## src/rtl/fetch_stage.sv

```systemverilog
// Instruction fetch: streams 32-bit words from PC_RESET (or a redirect target) to decode with their PCs.
// Latency: first insn_valid 2 cycles after start/redirect is sampled; one word per cycle when decode is ready.
// Backpressure: 2-entry buffer; a read issues only when a slot is guaranteed, so decode stalls never drop words.
module fetch_stage #(
    parameter logic [31:0] PC_RESET   = 32'h8002_0000,
    parameter int          FIFO_DEPTH = 2
) (
    input  logic        clk,
    input  logic        rst,
    input  logic        start,
    input  logic        redirect_valid,
    input  logic [31:0] redirect_pc,
    input  logic        insn_ready,
    output logic        insn_valid,
    output logic [31:0] insn,
    output logic [31:0] insn_pc,
    output logic [31:0] mem_address,
    output logic [31:0] mem_data_in,
    output logic        mem_write,
    output logic [1:0]  mem_access_size,
    input  logic [31:0] mem_data_out,
    output logic        running
);
    localparam logic [2:0] DEPTH = 3'(FIFO_DEPTH);

    typedef enum logic {IDLE, RUN} state_t;

    typedef struct packed {
        logic [31:0] word;
        logic [31:0] pc;
    } entry_t;

    state_t      state;
    logic [31:0] fetch_pc;
    logic [31:0] mem_addr_q;
    logic [31:0] tag;
    logic        inflight;
    logic [1:0]  count;
    entry_t      head;
    entry_t      tail;

    logic        pop;
    logic        issue;
    logic [2:0]  credit;
    entry_t      fill;

    // Occupancy after this cycle's pop, plus the read still in flight.
    assign pop    = (count != 2'd0) && insn_ready;
    assign credit = {1'b0, count} + {2'b00, inflight} - {2'b00, pop};
    assign issue  = (state == RUN) && !redirect_valid && (credit < DEPTH);
    assign fill   = '{word: mem_data_out, pc: tag};

    assign mem_address     = issue ? fetch_pc : mem_addr_q;
    assign mem_data_in     = 32'd0;
    assign mem_write       = 1'b0;
    assign mem_access_size = 2'b10;

    // Head register doubles as the output, so insn/insn_pc hold when the buffer drains.
    assign insn_valid = (count != 2'd0);
    assign insn       = head.word;
    assign insn_pc    = head.pc;

    always_ff @(posedge clk) begin
        if (rst) begin
            state      <= IDLE;
            running    <= 1'b0;
            fetch_pc   <= PC_RESET;
            mem_addr_q <= PC_RESET;
            tag        <= '0;
            inflight   <= 1'b0;
            count      <= 2'd0;
            head       <= '0;
            tail       <= '0;
        end else begin
            case (state)
                IDLE: begin
                    if (start) begin
                        state    <= RUN;
                        running  <= 1'b1;
                        fetch_pc <= PC_RESET;
                    end
                end
                RUN: begin
                    if (redirect_valid) begin
                        // Any handshake this cycle still completes; everything else is dropped.
                        fetch_pc <= redirect_pc & 32'hFFFF_FFFC;
                        inflight <= 1'b0;
                        count    <= 2'd0;
                    end else begin
                        inflight <= issue;
                        if (issue) begin
                            mem_addr_q <= fetch_pc;
                            tag        <= fetch_pc;
                            fetch_pc   <= fetch_pc + 32'd4;
                        end
                        case ({inflight, pop})
                            2'b10: begin
                                if (count == 2'd0) head <= fill;
                                else               tail <= fill;
                                count <= count + 2'd1;
                            end
                            2'b01: begin
                                if (count == 2'd2) head <= tail;
                                count <= count - 2'd1;
                            end
                            2'b11: begin
                                if (count == 2'd2) begin
                                    head <= tail;
                                    tail <= fill;
                                end else begin
                                    head <= fill;
                                end
                            end
                            default: ;
                        endcase
                    end
                end
                default: state <= IDLE;
            endcase
        end
    end
endmodule

```

## config.mk

```make
export PLATFORM = sky130hd
export DESIGN_NAME = fetch_stage
export DESIGN_NICKNAME = d
export VERILOG_FILES = /design/src/rtl/fetch_stage.sv
export SDC_FILE = /design/constraint.sdc
export NUM_CORES = 1
export LEC_CHECK = 0
export BUFFER_PORTS_ARGS = -buffer_cell sky130_fd_sc_hd__buf_2
export CAP_MARGIN = 10
export CORE_MARGIN = 10
export CORE_UTILIZATION = 25
export DETAILED_ROUTE_END_ITERATION = 8
export GPL_ROUTABILITY_DRIVEN = 0
export SKIP_CTS_REPAIR_TIMING = 1
export SYNTH_ARGS = -nofsm -noshare
export SYNTH_HDL_FRONTEND = slang
export SYNTH_SLANG_ARGS = --single-unit
```

## constraint.sdc

```tcl
create_clock -name clk -period 3 [get_ports clk]
set_input_delay 0.15 -clock clk [delete_from_list [all_inputs] [get_ports clk]]
set_output_delay 0.15 -clock clk [all_outputs]
set_load 0.02 [all_outputs]
```

== Word level (Yosys, flattened, before mapping) ==
Index checks and enable logic that the tools add are counted.
Word-level totals
  register bits after elaboration: 229
  bits in latches: 0
  output and inout port bits: 133
  bits in read-only memories: 0
  word-level logic and storage cells: 62
  RAM bits: 0
  memories kept: 0
  input port bits: 69
Operators by class
  multiply operators: 0
  equality and inequality tests: 10
  reductions and logical operators: 16
  shifts and indexed selects: 0
  bitwise operators: 2
  add/subtract/negate cells: 5
  magnitude comparators: 1
  div/mod/pow operators: 0
  muxes and demuxes: 17
Operator list (count)
  two-way mux 64 bit: 5
  case mux 64 bit (3 select lines): 1
  two-way mux 32 bit: 4
  case mux 64 bit (2 select lines): 1
  case mux 32 bit (2 select lines): 1
  adder 32 x 3 -> 32 bit, second input constant: 1
  inequality test 2 bit, second input constant: 5
  AND reduction 5 bit: 2
  AND reduction 2 bit: 4
  equality test 2 bit, second input constant: 3
  nonzero test 3 bit: 2
  case mux 2 bit (2 select lines): 1
  nonzero test 2 bit: 2
  adder 2 x 1 -> 3 bit: 1
  logical AND 1 bit: 3
  less-than comparator 3 x 2 -> 1 bit, second input constant: 1
  two-way mux 1 bit: 3
  inequality test 3 x 2 -> 1 bit, second input constant: 1
  AND reduction 3 bit: 1
  subtractor 3 x 1 -> 3 bit: 1
  adder 2 x 1 -> 2 bit, second input constant: 1
  equality test 2 x 1 -> 1 bit, second input constant: 1
  zero test 2 bit: 1
  two-way mux 2 bit: 1
  other kinds (3): 4

== Depth between registers and ports, before layout ==
Gate-level depths: netlist of the first run.
  word-level depth: 8
  depth in mapped cells: 11

== Worst setup path before layout of the first run ==
Ideal clock, no wire load.
  kind: reg-to-output
  from: reg count[1]
  to: out mem_address[15]
  buffers on the path: 2
  arrival time: 2499 ps
  required time: 2850 ps
  slack: 351 ps
  cell stages (with the launch flop): 11
  cells stage by stage: dfxtp_1 nand2_1 nor2_1 o21ai_0 fa_1 xnor2_1 and3_1 clkbuf_1 buf_1 nand2_1 nand2_1
On the way
  word-level cells in the longest chain between the ends: 6
  elaborated cells on any way between the ends: 7
  classes of those cells: add/sub: 2; order compare: 1; mux: 1; reduce/logical: 3
Ends and longest elaborated chain
  start, declared: RTL line 38  | logic [1:0] count;
  start signal, assigned: RTL line 100  | count <= count + 2'd1;
  start signal, assigned: RTL line 104  | count <= count - 2'd1;
  branches (longest 2 deep; another with adder 2 x 1 -> 3 bit)
  subtractor 3 x 1 -> 3 bit *: RTL line 49  | assign credit = {1'b0, count} + {2'b00, inflight} - {2'b00, pop};
  less-than comparator 3 x 2 -> 1 bit *: RTL line 50  | assign issue = (state == RUN) && !redirect_valid && (credit < DEPTH);
  logical AND 1 bit *: RTL line 50
  two-way mux 32 bit *
  end, declared: RTL line 17  | output logic [31:0] mem_address,
Mark *: on every way between the ends.

== Worst setup path in the final report of the first run ==
  from: reg count[1]
  to: out mem_address[30]
Same word-level chain as after synthesis.

==> results of run 1 <==
==> kinds of logic after synthesis <==
logic type / after synthesis / share of synthesized area [%]
adders and majority gates: 2 / 0.344
and+or+nand+nor: 447 / 19.7
AOI/OAI and AO/OA: 280 / 18.3
xor gates and xnor gates: 9 / 0.833
DFF: 221 / 46.8
muxes: 65 / 6.89
buffers and inverters: 134 / 7.02
other: 2 / 0.0794
==> stage by stage <==
stage | instance area, µm² | setup TNS [ns] | worst slack (ns) | hold WS [ns] | util [%]
2_1_floorplan | 9590 | 0 | 0.351 | 0.286 | -
3_3_place_gp | 10700 | 0 | 0.364 | 0.403 | 28.6
3_5_place_dp | 10700 | 0 | 0.303 | 0.410 | 28.6
4_1_cts | 11500 | -4.22 | -0.202 | -0.173 | 30.8
5_1_grt | 12100 | -0.0231 | -0.00978 | 0.00142 | 32.4
6_report | 12100 | 0 | 0.119 | -0.00293 | 32.4
==> power by group <==
group	internal (µW)	switching (µW)	total [µW]
logic	206	346	552
clock network	1770	1250	3020
registers	2990	49.8	3040
total	4970	1640	6610
==> layer usage <==
layer	vias up	part of all wire, %
li1	4293	-
met1	3972	45
met4	2	1.5
met2	283	46
met3	36	7.7
met5	-	0.044
==> layout make-up <==
| cell class | count | area share [%] |
|---|---|---|
| clock inverters | 7 | 0.340 |
| clock buffers | 36 | 6.34 |
| repair buffers | 239 | 13.5 |
| flip-flops and latches | 221 | 36.5 |
| inverters | 8 | 0.247 |
| multi-input cells | 840 | 37.8 |
| well taps | 511 | 5.27 |
==> synthesized netlist by cell type (4+ instances only) <==
cell type,number,area share (%)
xnor2_1,4,0.37
xor2_1,5,0.46
clkbuf_1,72,2.9
nor2_1,95,3.8
nor4_1,9,0.60
nand3_1,17,0.90
o21ai_0,17,0.90
buf_2,12,0.63
nor3_1,7,0.37
mux2i_1,64,6.8
a22oi_1,11,0.87
nand4_1,15,0.99
o32ai_1,9,0.83
a211oi_1,63,5.0
buf_1,4,0.16
and3_1,8,0.53
a21oi_1,147,7.8
buf_4,37,2.9
inv_1,8,0.32
dfxtp_1,221,47
and4_1,4,0.37
nand2_1,273,11
==> path summary, 6_finish.rpt <==
kind | from | endpoint | depth (start not counted)
max reg2reg | count[1] | fetch_pc[30] | 10
min reg2reg | tail[59] | tail[59] | 2
min | redirect_pc[30] | fetch_pc[30] | 3
max | count[1] | mem_address[30] | 10
==> registers in the layout, indices dropped and copies added (netlist names) <==
signal      cells
fetch_pc       30
tag            30
state           1
count           2
running         1
tail           62
insn           32
inflight        1
mem_addr_q     32
insn_pc        30
==> worst reg2reg max path, cell delays in order, from the launching register on <==
cell	delay (ns)
dfxtp_1	0.33
nand2_1	0.09
nor2_2	0.13
o21ai_0	0.13
fa_2	0.41
xnor2_4	0.24
a21oi_1	0.14
or2_2	0.39
buf_4	0.22
a22oi_1	0.15
o221ai_1	0.13
==> summary.md, run 1 <==
| Metric | Value |
|---|---|
| Register area share after synthesis | 46.8% |
| Setup violators final | 0 |
| YS warnings | 0 |
| CTS tree | yes |
| Placed Instances | 1768 |
| Most common cell after layout, fill and taps aside | nand2_1 |
| DR vias/cell | 4.61 |
| Final slew viol count | 0 |
| Fmax | 347 MHz |
| Vias in the first global route | 7639 |
| Post-synth EDFFs | 0 |
| Failing checks | hold timing |
| Clock Root Buffer | clkbuf_16 |
| Fin Hold WS | -0.00293 ns |
| Synth async-reset ratio | 0% |
| Final worst path period share | 96.0% |
| Leak Pwr | 0.00505 µW |
| Die Y-Extent | 215 µm |
| Fill count | 3991 |
| CTS Buf Count | 26 |
| IO Count | 202 |
| Min cycle time layout | 2.88 ns |
| N_diodes | 0 |
| Share of post-route cells with drive strength above 1 | 19.1% |
| Synth Area per Inst | 8.16 µm² |
| Most frequent CP cell | nand2_1 |
| CP max-delay cell | fa_2 |
| Port bufs | 162 |
| Slew margin rel. | 63.1% |
| DP HPWL | 19.7 mm |
| Crit-path cells | nand2_1 -> nor2_2 -> o21ai_0 -> fa_2 -> xnor2_4 -> and3_4 -> buf_12 -> nand2_1 -> nand2_1 -> clkbuf_4 |
| First-pass GRT wire length | 44.5 mm |
| Routed WL | 29.6 mm |
| Pwr Total | 6610 µW |
| Drt first pass iters | 5 |
| Clk sinks | 221 |
| Final non-filler cell total | 1862 |
| Setup Crit Path Kind | reg -> out |
| Most frequent cells in the layout | 267 x nand2_1, 219 x dfxtp_1, 158 x buf_2 |
| ANT nets after route | 0 |
| Final Hold Viols | 1 |
| Pwr dens | 545 nW/µm² |
| Max Cap Violations | 0 |
| Post-Syn Area | 9460 µm² |
| Largest net degree at the start of global routing | 125 |
| CP Capture Type | output pin |
| Most used routing layer | met2 |
| GRT Util Overall | 11.8% |
| R2R setup slack | 0.50 ns |
| Max FO, Critical Path | 19 |
| Multi-input logic area | 4580 µm² |
| Worst-skew pair later-pin latency | 0.54 ns |
| Clock Skew | 0.0153 ns |
| Synth cell types | 57 |
| GR Util met2 | 18.1% |
| Required @ worst endpoint | 2.85 ns |
| Die X | 215 µm |
| Buffers & Inverters on Critical Path | 2 |
| Worst EP arrival | 2.73 ns |
| GR Util met1 | 15.8% |
| Critical Path Start Type | register |
| Aggregate global routing overflow | 0 |
| Row count | 71 |
| Antenna violations before repair | 1 |
| DRC violations left | 0 |
| H-Tree Depth | 1 |
| Mapped Cells | 1160 |
| Area grow syn2layout | 28.3% |
| Seq. cell area | 4430 µm² |
| Crit path max-delay family | simple AND/OR/NAND/NOR gates |
| Core region area | 37500 µm² |
| Crit-path max cell delay | 0.41 ns |
| Worst-Margin Slew | 0.553 ns |
| Initial drt markers | 610 |
| Drt wl/cell | 15.9 µm |
| Peak VDD IR | 241 µV |
| Final-stage net count | 1407 |
| Primary FF master, synth | dfxtp_1 |
| Outcome | finished, violations left |
| Met3 Track Usage GR | 3.40% |
| Vias post-DR | 8586 |
| Reg clk slew, reported paths | 0.07 ns |
| Flops & latches, synth | 221 |
| Starting Density | 25.2% |
| Max Root-Sink Buffers | 3 |
| Worst Hold Class | in -> reg |
| Die area | 46000 µm² |
No activity file was read; power rests on OpenSTA's default activity.
==> run 2: changes to the inputs <==
--- a/config.mk
+++ b/config.mk
@@ -7,7 +7,7 @@
 export LEC_CHECK = 0
 export BUFFER_PORTS_ARGS = -buffer_cell sky130_fd_sc_hd__buf_2
 export CAP_MARGIN = 10
-export CORE_MARGIN = 10
+export CORE_MARGIN = 1
 export CORE_UTILIZATION = 25
 export DETAILED_ROUTE_END_ITERATION = 8
 export GPL_ROUTABILITY_DRIVEN = 0
==> summary.md, run 2 (synthesis gave the netlist of run 1 again) <==
| Metric | Value |
|---|---|
| Net Sw Frac | 24.4% |
| Worst-skew pair later-pin latency | 0.53 ns |
| Power Internal | 4960 µW |
| Final Hold Viols | 1 |
| Drt wl/cell | 14.3 µm |
| H-Tree Depth | 1 |
| Largest net degree at the start of global routing | 132 |
| Required @ worst endpoint | 2.85 ns |
| Vias in the first global route | 7477 |
| Max Root-Sink Buffers | 3 |
| Fmax | 348 MHz |
| Clock Skew | 0.0110 ns |
| Antenna violations before repair | 0 |
| Leak Pwr | 0.00500 µW |
| Worst EP arrival | 2.73 ns |
| Fill count | 3889 |
| DR vias/cell | 4.59 |
| Slew margin rel. | 51.7% |
| Most frequent cells in the layout | 271 x nand2_1, 220 x dfxtp_1, 161 x buf_2 |
| Drt first pass iters | 5 |
| Aggregate global routing overflow | 0 |
| Clock power share | 45.6% |
| Final-stage net count | 1404 |
| Max reg flops | 62 |
| Multi-input logic area | 4570 µm² |
| Failing checks | hold timing |
| Setup Crit Path Kind | reg -> out |
| Clk sinks | 221 |
| Reg clk slew, reported paths | 0.06 ns |
| First-pass GRT wire length | 41.0 mm |
| Die Y-Extent | 197 µm |
| Logic pwr share | 8.1% |
| Initial drt markers | 427 |
| R2R setup slack | 0.37 ns |
| DRC violations left | 0 |
| Final slew viol count | 0 |
| Worst Hold Class | in -> reg |
| Peak VDD IR | 275 µV |
| CP Capture Type | output pin |
| Net Sw Power | 1600 µW |
| Vias post-DR | 8509 |
| N_diodes | 0 |
| Critical Path Start Type | register |
| Pwr dens | 545 nW/µm² |
| Die area | 38600 µm² |
| Port bufs | 162 |
| Final worst path period share | 95.8% |
| Post-layout util | 32.6% |
| IO Count | 202 |
| Clock Root Buffer | clkbuf_16 |
| DP HPWL | 17.8 mm |
| Pwr Total | 6560 µW |
| CTS Buf Count | 26 |
| Row count | 70 |
| Starting Density | 25.6% |
| Routed WL | 26.5 mm |
| CTS tree | yes |
| Share of post-route cells with drive strength above 1 | 18.4% |
| Most common cell after layout, fill and taps aside | nand2_1 |
| Most flops, register | tail |
| Max Cap Violations | 0 |
| Die X | 197 µm |
| Max FO, Critical Path | 14 |
| Worst-Margin Slew | 0.725 ns |
| Seq. cell area | 4430 µm² |
| ANT nets after route | 0 |
| GRT Util Overall | 13.2% |
| Seq pwr share | 46.3% |
| Area grow syn2layout | 27.3% |
| Min cycle time layout | 2.88 ns |
| Core region area | 37000 µm² |
| Fin Hold WS | -0.00716 ns |
| Setup violators final | 0 |
| Outcome | finished, violations left |
[run 2: cell count changes in the layout (fill, tap and decap cells not counted), moves of 2 or more]
cell,before,now
nand2_1,267,271
buf_2,158,161
dlygate4sd3_1,47,49
clkbuf_8,6,2
buf_6,1,3
nand2_2,7,3
clkinvlp_4,1,4
buf_4,23,18
clkbuf_16,29,27
buf_12,7,5
clkbuf_1,3,5
[run 2: final timing paths]
kind | startpoint | to | cells after the start
hold / removal | redirect_pc[6] | fetch_pc[6] | 4
setup / recovery | inflight | mem_address[19] | 8
setup reg to reg | inflight | fetch_pc[23] | 9
hold reg to reg | tail[22] | tail[22] | 2
[run 2: critical path: stages (launching register included)]
cell and delay (ns):
dfxtp_1 0.51, o21ai_0 0.18, fa_2 0.41, xnor2_4 0.24, and3_4 0.23, buf_4 0.19
nand2_1 0.13, nand2_1 0.13, buf_2 0.17
[run 2: layer usage]
metal / wire (µm) / share of wire, % / vias up / global-route usage [%]
li1: - / - / 4309 / -
met1: 12600 / 48 / 3941 / 18.1
met2: 11800 / 44 / 223 / 20.5
met3: 1500 / 5.7 / 36 / 3.11
met4: 632 / 2.4 / 0 / 3.99
met5: 0 / 0 / - / 0
[run 2: area by class of cell]
cell class | count | share of cell area, %
Sequential cell | 221 | 36.8
Clock buffer | 34 | 6.00
Tap cell | 504 | 5.24
Inverter | 8 | 0.249
Timing Repair Buffer | 236 | 13.0
Multi-Input combinational cell | 840 | 38.0
Clock inverter | 11 | 0.779
[run 2: stage by stage]
| stage | cell area [µm²] | TNS (ns) | std cells | setup WS, ns |
|---|---|---|---|---|
| after CTS | 11500 | -4.14 | 1804 | -0.165 |
| after global placement | 10700 | 0 | 1759 | 0.395 |
| after global routing | 12000 | -0.192 | 1854 | -0.0279 |
| after floorplan | 9590 | 0 | 1195 | 0.351 |
| final | 12000 | 0 | 1854 | 0.125 |
| after detailed placement | 10700 | 0 | 1759 | 0.313 |
[run 2: power by group through the flow]
stage / Combinational [µW] / Clock (µW) / Sequential, µW
5_1_grt: 580 / 3230 / 3040
4_1_cts: 480 / 3100 / 3040
3_3_place_gp: 472 / 0 / 3100
6_report: 532 / 2990 / 3040
3_5_place_dp: 478 / 0 / 3100
2_1_floorplan: 321 / 0 / 3110
